$ cat config.mk
export PLATFORM = sky130hd
export DESIGN_NAME = time_report_uart_tx
export DESIGN_NICKNAME = d
export VERILOG_FILES = /design/src/rtl/time_report_uart_tx.sv
export SDC_FILE = /design/constraint.sdc
export NUM_CORES = 1
export LEC_CHECK = 0
export ABC_AREA = 1
export CAP_MARGIN = 15
export CORE_MARGIN = 4
export CORE_UTILIZATION = 30
export CTS_CLUSTER_SIZE = 8
export DETAILED_ROUTE_END_ITERATION = 6
export SYNTH_ARGS = -nofsm -noshare
export SYNTH_HDL_FRONTEND = slang
export SYNTH_SLANG_ARGS = --single-unit
export TNS_END_PERCENT = 10
$ cat constraint.sdc
create_clock -name clk -period 7.1 [get_ports clk]
set_clock_uncertainty 0.05 [all_clocks]
set_input_delay 1.42 -clock clk [delete_from_list [all_inputs] [get_ports clk]]
set_output_delay 1.42 -clock clk [all_outputs]
set_load 0.05 [all_outputs]
$ cat src/rtl/time_report_uart_tx.sv
// Sends a snapshot of Hour/Min/Sec as ASCII "HH:MM:SS\r\n" over an 8N1 UART line on request.
// Optional build macro TIME_TX_ALARM_TAG_EN adds alarm_on and inserts '*' before CR when it is set.
module time_report_uart_tx #(
  parameter int CLK_FREQ = 50_000_000,
  parameter int BAUD     = 9600
) (
  input  logic       clk,
  input  logic       reset,
  input  logic       send,
  input  logic [6:0] Hour_in,
  input  logic [6:0] Min_in,
  input  logic [6:0] Sec_in,
`ifdef TIME_TX_ALARM_TAG_EN
  input  logic       alarm_on,
`endif
  output logic       tx,
  output logic       busy,
  output logic       done
);

  localparam int BAUD_DIV = CLK_FREQ / BAUD;
  localparam int CNT_W    = (BAUD_DIV > 2) ? $clog2(BAUD_DIV) : 1;
  localparam logic [CNT_W-1:0] BAUD_LAST = CNT_W'(BAUD_DIV - 1);

  typedef enum logic [2:0] {
    S_IDLE  = 3'd0,
    S_START = 3'd1,
    S_DATA  = 3'd2,
    S_STOP  = 3'd3,
    S_FIN   = 3'd4
  } state_t;

  state_t           state_r;
  logic [CNT_W-1:0] baud_cnt_r;
  logic [2:0]       bit_cnt_r;
  logic [3:0]       char_idx_r;
  logic [7:0]       shift_r;
  logic [6:0]       hour_r;
  logic [6:0]       min_r;
  logic [6:0]       sec_r;
  logic             tag_s;
  logic [7:0]       char_s;
  logic [3:0]       last_idx_s;
  logic [3:0]       pos_s;
  logic [7:0]       hour_dec_s;
  logic [7:0]       min_dec_s;
  logic [7:0]       sec_dec_s;
  logic             bit_end_s;

  // Binary 0..127 to packed {tens, units}; anything past 99 clamps to 99.
  function automatic logic [7:0] dec_digits(input logic [6:0] v);
    logic [7:0] result;
    if (v >= 7'd100) begin
      result = {4'd9, 4'd9};
    end else begin
      result = {4'(v / 7'd10), 4'(v % 7'd10)};
    end
    return result;
  endfunction

  function automatic logic [7:0] ascii_digit(input logic [3:0] d);
    return 8'h30 + {4'h0, d};
  endfunction

`ifdef TIME_TX_ALARM_TAG_EN
  logic alarm_r;

  // Alarm flag is captured together with the time snapshot.
  always_ff @(posedge clk or negedge reset) begin
    if (!reset) begin
      alarm_r <= 1'b0;
    end else if (state_r == S_IDLE && send) begin
      alarm_r <= alarm_on;
    end else begin
      alarm_r <= alarm_r;
    end
  end

  assign tag_s = alarm_r;
`else
  assign tag_s = 1'b0;
`endif

  assign bit_end_s  = (baud_cnt_r == BAUD_LAST);
  assign last_idx_s = tag_s ? 4'd10 : 4'd9;

  // Character selection from the snapshot; the tag shifts CR/LF one slot later.
  always_comb begin
    hour_dec_s = dec_digits(hour_r);
    min_dec_s  = dec_digits(min_r);
    sec_dec_s  = dec_digits(sec_r);
    pos_s      = char_idx_r;
    char_s     = 8'h0A;
    if (tag_s && char_idx_r == 4'd8) begin
      char_s = 8'h2A;
    end else begin
      if (tag_s && char_idx_r > 4'd8) begin
        pos_s = char_idx_r - 4'd1;
      end else begin
        pos_s = char_idx_r;
      end
      case (pos_s)
        4'd0:    char_s = ascii_digit(hour_dec_s[7:4]);
        4'd1:    char_s = ascii_digit(hour_dec_s[3:0]);
        4'd2:    char_s = 8'h3A;
        4'd3:    char_s = ascii_digit(min_dec_s[7:4]);
        4'd4:    char_s = ascii_digit(min_dec_s[3:0]);
        4'd5:    char_s = 8'h3A;
        4'd6:    char_s = ascii_digit(sec_dec_s[7:4]);
        4'd7:    char_s = ascii_digit(sec_dec_s[3:0]);
        4'd8:    char_s = 8'h0D;
        4'd9:    char_s = 8'h0A;
        default: char_s = 8'h0A;
      endcase
    end
  end

  // Message FSM with registered tx/busy/done; the start bit is driven on the accepting edge.
  always_ff @(posedge clk or negedge reset) begin
    if (!reset) begin
      state_r    <= S_IDLE;
      baud_cnt_r <= {CNT_W{1'b0}};
      bit_cnt_r  <= 3'd0;
      char_idx_r <= 4'd0;
      shift_r    <= 8'h00;
      hour_r     <= 7'd0;
      min_r      <= 7'd0;
      sec_r      <= 7'd0;
      tx         <= 1'b1;
      busy       <= 1'b0;
      done       <= 1'b0;
    end else begin
      case (state_r)
        S_IDLE: begin
          baud_cnt_r <= {CNT_W{1'b0}};
          bit_cnt_r  <= 3'd0;
          done       <= 1'b0;
          if (send) begin
            hour_r     <= Hour_in;
            min_r      <= Min_in;
            sec_r      <= Sec_in;
            char_idx_r <= 4'd0;
            busy       <= 1'b1;
            tx         <= 1'b0;
            state_r    <= S_START;
          end else begin
            busy <= 1'b0;
            tx   <= 1'b1;
          end
        end
        S_START: begin
          if (bit_end_s) begin
            baud_cnt_r <= {CNT_W{1'b0}};
            shift_r    <= char_s;
            tx         <= char_s[0];
            bit_cnt_r  <= 3'd0;
            state_r    <= S_DATA;
          end else begin
            baud_cnt_r <= baud_cnt_r + CNT_W'(1);
          end
        end
        S_DATA: begin
          if (bit_end_s) begin
            baud_cnt_r <= {CNT_W{1'b0}};
            if (bit_cnt_r == 3'd7) begin
              tx      <= 1'b1;
              state_r <= S_STOP;
            end else begin
              bit_cnt_r <= bit_cnt_r + 3'd1;
              shift_r   <= {1'b0, shift_r[7:1]};
              tx        <= shift_r[1];
            end
          end else begin
            baud_cnt_r <= baud_cnt_r + CNT_W'(1);
          end
        end
        S_STOP: begin
          if (bit_end_s) begin
            baud_cnt_r <= {CNT_W{1'b0}};
            if (char_idx_r == last_idx_s) begin
              done    <= 1'b1;
              state_r <= S_FIN;
            end else begin
              char_idx_r <= char_idx_r + 4'd1;
              tx         <= 1'b0;
              state_r    <= S_START;
            end
          end else begin
            baud_cnt_r <= baud_cnt_r + CNT_W'(1);
          end
        end
        S_FIN: begin
          done    <= 1'b0;
          busy    <= 1'b0;
          tx      <= 1'b1;
          state_r <= S_IDLE;
        end
        default: begin
          baud_cnt_r <= {CNT_W{1'b0}};
          bit_cnt_r  <= 3'd0;
          char_idx_r <= 4'd0;
          tx         <= 1'b1;
          busy       <= 1'b0;
          done       <= 1'b0;
          state_r    <= S_IDLE;
        end
      endcase
    end
  end

endmodule
Yosys cells after proc, flatten, opt, wreduce, memory -nomap -nowiden
Cells that the tools add are included. W data, S select, Z words.

Output and inout bits: 3. Register bits after elaboration: 55. Word-level logic and storage cells: 107.

Div/mod/pow operators: 6. Equal/unequal tests: 23. Order comparisons: 3. Bitwise operators: 3. Reductions and logical operators: 15. $add $sub $neg: 9. Muxes and demuxes: 37.

Operators with widths (number): $pmux W7 S8 (1); $mux W8 (6); $add A6 B4 Y7 const A (6); $mux W3 (9); $pmux W13 S2 (1); $div A7 B4 Y7 const B (3); $ge A7 B7 Y1 const B (3); $mod A7 B4 Y7 const B (3); $eq A4 B3 Y1 const B (4); $ne A2 B2 Y1 const B (8); $pmux W8 S2 (1); $reduce_and A4 Y1 (4); $add A13 B1 Y13 const B (1); $eq A13 B13 Y1 const B (1); $mux W13 (1); $mux W4 (3); $pmux W3 S4 (1); $pmux W4 S3 (1); $mux W1 (9); $pmux W3 S3 (1); $eq A4 B2 Y1 const B (2); $eq A4 B4 Y1 const B (2); $eq A3 B2 Y1 const B (2); $eq A3 B3 Y1 const B (2); 15 further kinds (21).

Depth between registers and ports, before layout
Word-level depth: 6. Depth in mapped cells: 23.

Worst setup path after synthesis
Ideal clock, no wire load.

Path type: input port to flip-flop. Start: input port send. End: register char_idx_r[2]. Path slack: 4.660 ns. Library setup time: 0.134 ns. Stages: 5. Buffers on the path: 0. Arrival: 2.256 ns. Cell sequence: nor4_1 nor4_4 nand2_1 xor2_1 a21oi_1.

Word-level cells in the longest chain between the ends: 2.

Ends and longest elaborated chain: start: declaration (line 9) `input logic send,`; $ne A2 B2 Y1 (no line); $reduce_and A4 Y1 (no line); end signal: assignment (line 184) `char_idx_r <= char_idx_r + 4'd1;`; end: declaration (line 36) `logic [3:0] char_idx_r;`.

No other way between the ends. A chain may end at the register's enable or synchronous reset.

Worst setup path in the final report
Start: register tx. End: output port tx.

RTL lines: start: declaration (line 16) `output logic tx,`; start signal: assignment (line 155) `tx <= char_s[0];`; start signal: assignment (line 171) `tx <= shift_r[1];`.

No word-level cell between the ends.

==> results by group <==
Worst setup path
  – Setup crit start kind: flop
  – Critical path data required time: 5.63 ns
  – CP max FO: 2
  – Critical Path Sink Type: output port
  – CP top delay family: buffers and inverters
  – Max incr delay on CP: 0.80 ns
  – Bufs and invs on worst path: 1
  – Worst Path Arrival: ~1.6 ns
  – CP Cell Sequence: clkdlybuf4s50_1
  – Slowest library cell on the worst path: clkdlybuf4s50_1
  – Setup CP Type: reg -> out

Logic synthesis
  – Yosys top cell by area: dfrtp_1
  – FFs w/ async S/R, synth: 100.0%
  – Sequential element share of the synthesized area: a little over a third
  – Flops & latches, synth: between 50 and 60
  – EDFF count, synth: 0
  – Syn avg cell area: 7.053 um^2
  – Area fraction of the dominant cell type after synthesis: 35.69%
  – Cell count after synthesis: just over 500
  – Yosys synthesis warning count: 0
  – Syn Nets: 541
  – Post-Synthesis Cell Area: 3576 um^2
  – Post-synth top flop: dfrtp_1
  – Unique masters post-synth: 42
  – Main area contributors after synthesis: dfrtp_1, nand2_1, inv_1

CTS
  – Num CTS Buffers: 5
  – CTS tree: done
  – Clk_lat worst skew: 0.30 ns
  – Post_cts resized: 0
  – CTS max path bufs: 2
  – Clock sinks: 52
  – H-tree levels: 2
  – Post-CTS setup buffer count: 0
  – Reg clk slew, reported paths: 0.07 ns
  – Hold_buf cts: 0
  – Root Driver: clkbuf_16

Cells and area
  – Fin nets: ~570
  – FF/Latch Area: 1303 um^2
  – Area delta synth->final: 16.24%
  – Commonest cells after routing, fill and taps aside: nand2_1, inv_1, nor2_1
  – Multi-input logic area: 1977 um^2
  – Commonest non-fill, non-tap cell in the layout: nand2_1
  – Share of layout cells above drive strength 1: 7.421%
  – N_diodes: 0
  – Fillers: between 1000 and 1500

Detailed routing
  – Remaining antenna violation count: 0
  – Residual DRC: 0
  – Detail-routed net length per standard cell: 12.12 um
  – Routed via count: 3353
  – DR vias/cell: 4.916
  – Detailed router's first-iteration violation count: 178
  – Final wirelength: 8263 um
  – DRT Pass-1 Iters: 5

GRT
  – GR Util All Layers: roughly an eighth
  – Vias in the first global route: 3158
  – Largest net degree at the start of global routing: 53
  – Initial antenna violation count: 0
  – First-pass GRT wire length: 14250 um
  – Gr ovfl total: 0

Place
  – PortBufs: 26
  – Hpwl dp: 6297 um
  – Routability cong.: 0.8941

Timing
  – Hold_ws: ~0.43 ns
  – Setup violators final: 0
  – Min Tclk post-route: 3.098 ns
  – Unrepaired setup endpoints after global routing: no
  – Final Max Tran Viols: 0
  – Worst relative slew slack: 50.60%
  – FMAX: 0.3228 GHz
  – Period utilization: 43.63%
  – Hold Fails Final Rpt: 0
  – Worst-margin pin slew: around 0.74 ns
  – Setup TNS: 0 ns

Floorplan
  – Row count: 39
  – Io pins: 27
  – Die Ht: 117.2 um
  – Die ar.: 13730 um^2
  – Starting Density: 30.92%
  – CORE AREA: 11560 um^2
  – Die width: roughly 120 um

Pwr
  – Leakage: slightly above 2 nW
  – PD cells: 139.3 nW/um^2
  – Power Total: 0.0005791 W
  – Peak supply drop: between 70 and 80 uV

Status
  – Status: finished clean

Job
  – # Max-Cap Violations: 0

Worst hold path
  – Hold Crit Class: reg -> reg
flip-flops by register name, indices dropped and copies added, names as in the netlist, 3 cells and up:
signal      cells
baud_cnt_r     13
hour_r          7
min_r           7
sec_r           7
shift_r         5
char_idx_r      4
bit_cnt_r       3
state_r         3
worst paths after layout:
| path | startpoint | end | slack, ns | cells after the start |
|---|---|---|---|---|
| hold reg to reg | busy | busy | 0.43 | 2 |
| setup reg to reg | hour_r[4] | tx | 4.24 | 18 |
| hold / removal | busy | busy | 0.43 | 2 |
| min in group asynchronous | reset | min_r[4] | 1.18 | 2 |
| setup / recovery | tx | tx | 4.00 | 1 |
| max in group asynchronous | reset | sec_r[1] | 5.36 | 2 |
logic make-up (layout without fill, tap and decap cells):
kind of cell | after synthesis | in the layout | synth area share, %
AND/OR/NAND/NOR | 267 | 267 | 33.97
AO/OA/AOI/OAI | 84 | 84 | 13.93
buffers and inverters | 79 | 111 | 8.292
flip-flops | 52 | 52 | 36.42
XOR/XNOR | 12 | 12 | 2.939
adder cells (fa/ha/maj) | 10 | 10 | 3.499
multiplexers | 3 | 3 | 0.9446
where the power goes:
part / switching (W) / internal [W]
clock: 0.000117 / 0.000132
sequential: 0.00000108 / 0.000297
combinational: 0.0000165 / 0.0000162
total: 0.000134 / 0.000445
routing by layer:
metal / wire length, um / GRT usage (%)
met2: 3808 / 20.78
met3: 344 / 2.725
met5: 0 / 0
met1: 4017 / 17.36
met4: 93 / 3.899
stage by stage:
step	std cells	instance area (um^2)	setup slack (ns)	util, %
global route	682	4156	3.951	35.94
detailed placement	674	4010	4.035	34.67
CTS	682	4156	3.984	35.94
floorplan	507	3576	4.660	-
finish	682	4156	4.002	35.94
global placement	674	4010	4.093	34.67
synth_stat cells, types with 2 or more instances:
| master | count |
|---|---|
| mux2_2 | 3 |
| clkbuf_1 | 4 |
| nor2_2 | 2 |
| nor2_1 | 63 |
| xor2_1 | 9 |
| nand3_2 | 6 |
| inv_2 | 2 |
| nand2_2 | 8 |
| nand4_1 | 11 |
| a31oi_1 | 4 |
| o22ai_1 | 7 |
| nand2_1 | 109 |
| dfrtp_1 | 51 |
| nor4_1 | 4 |
| ha_1 | 10 |
| nand3_1 | 44 |
| inv_1 | 72 |
| o21ai_0 | 27 |
| a21oi_1 | 30 |
| a2111oi_0 | 2 |
| nor3_1 | 15 |
| xnor2_1 | 3 |
| a21oi_2 | 2 |
worst register-to-register path: cells and delay by family (launching register included):
family / cells / cell delay (ns)
and+or+nand+nor: 10 / 1.22
AOI/OAI and AO/OA: 4 / 0.70
DFF: 1 / 0.41
buffers and inverters: 3 / 0.21
adders and majority gates: 1 / 0.19
cell type report:
type / count / area share (%)
Timing Repair Buffer: 28 / 6.502
Tap cell: 143 / 4.305
Multi-Input combinational cell: 376 / 47.56
Clock buffer: 5 / 3.010
Sequential cell: 52 / 31.34
Clock inverter: 3 / 0.5117
Inverter: 75 / 6.773
Power figures use the tool's default switching activity.
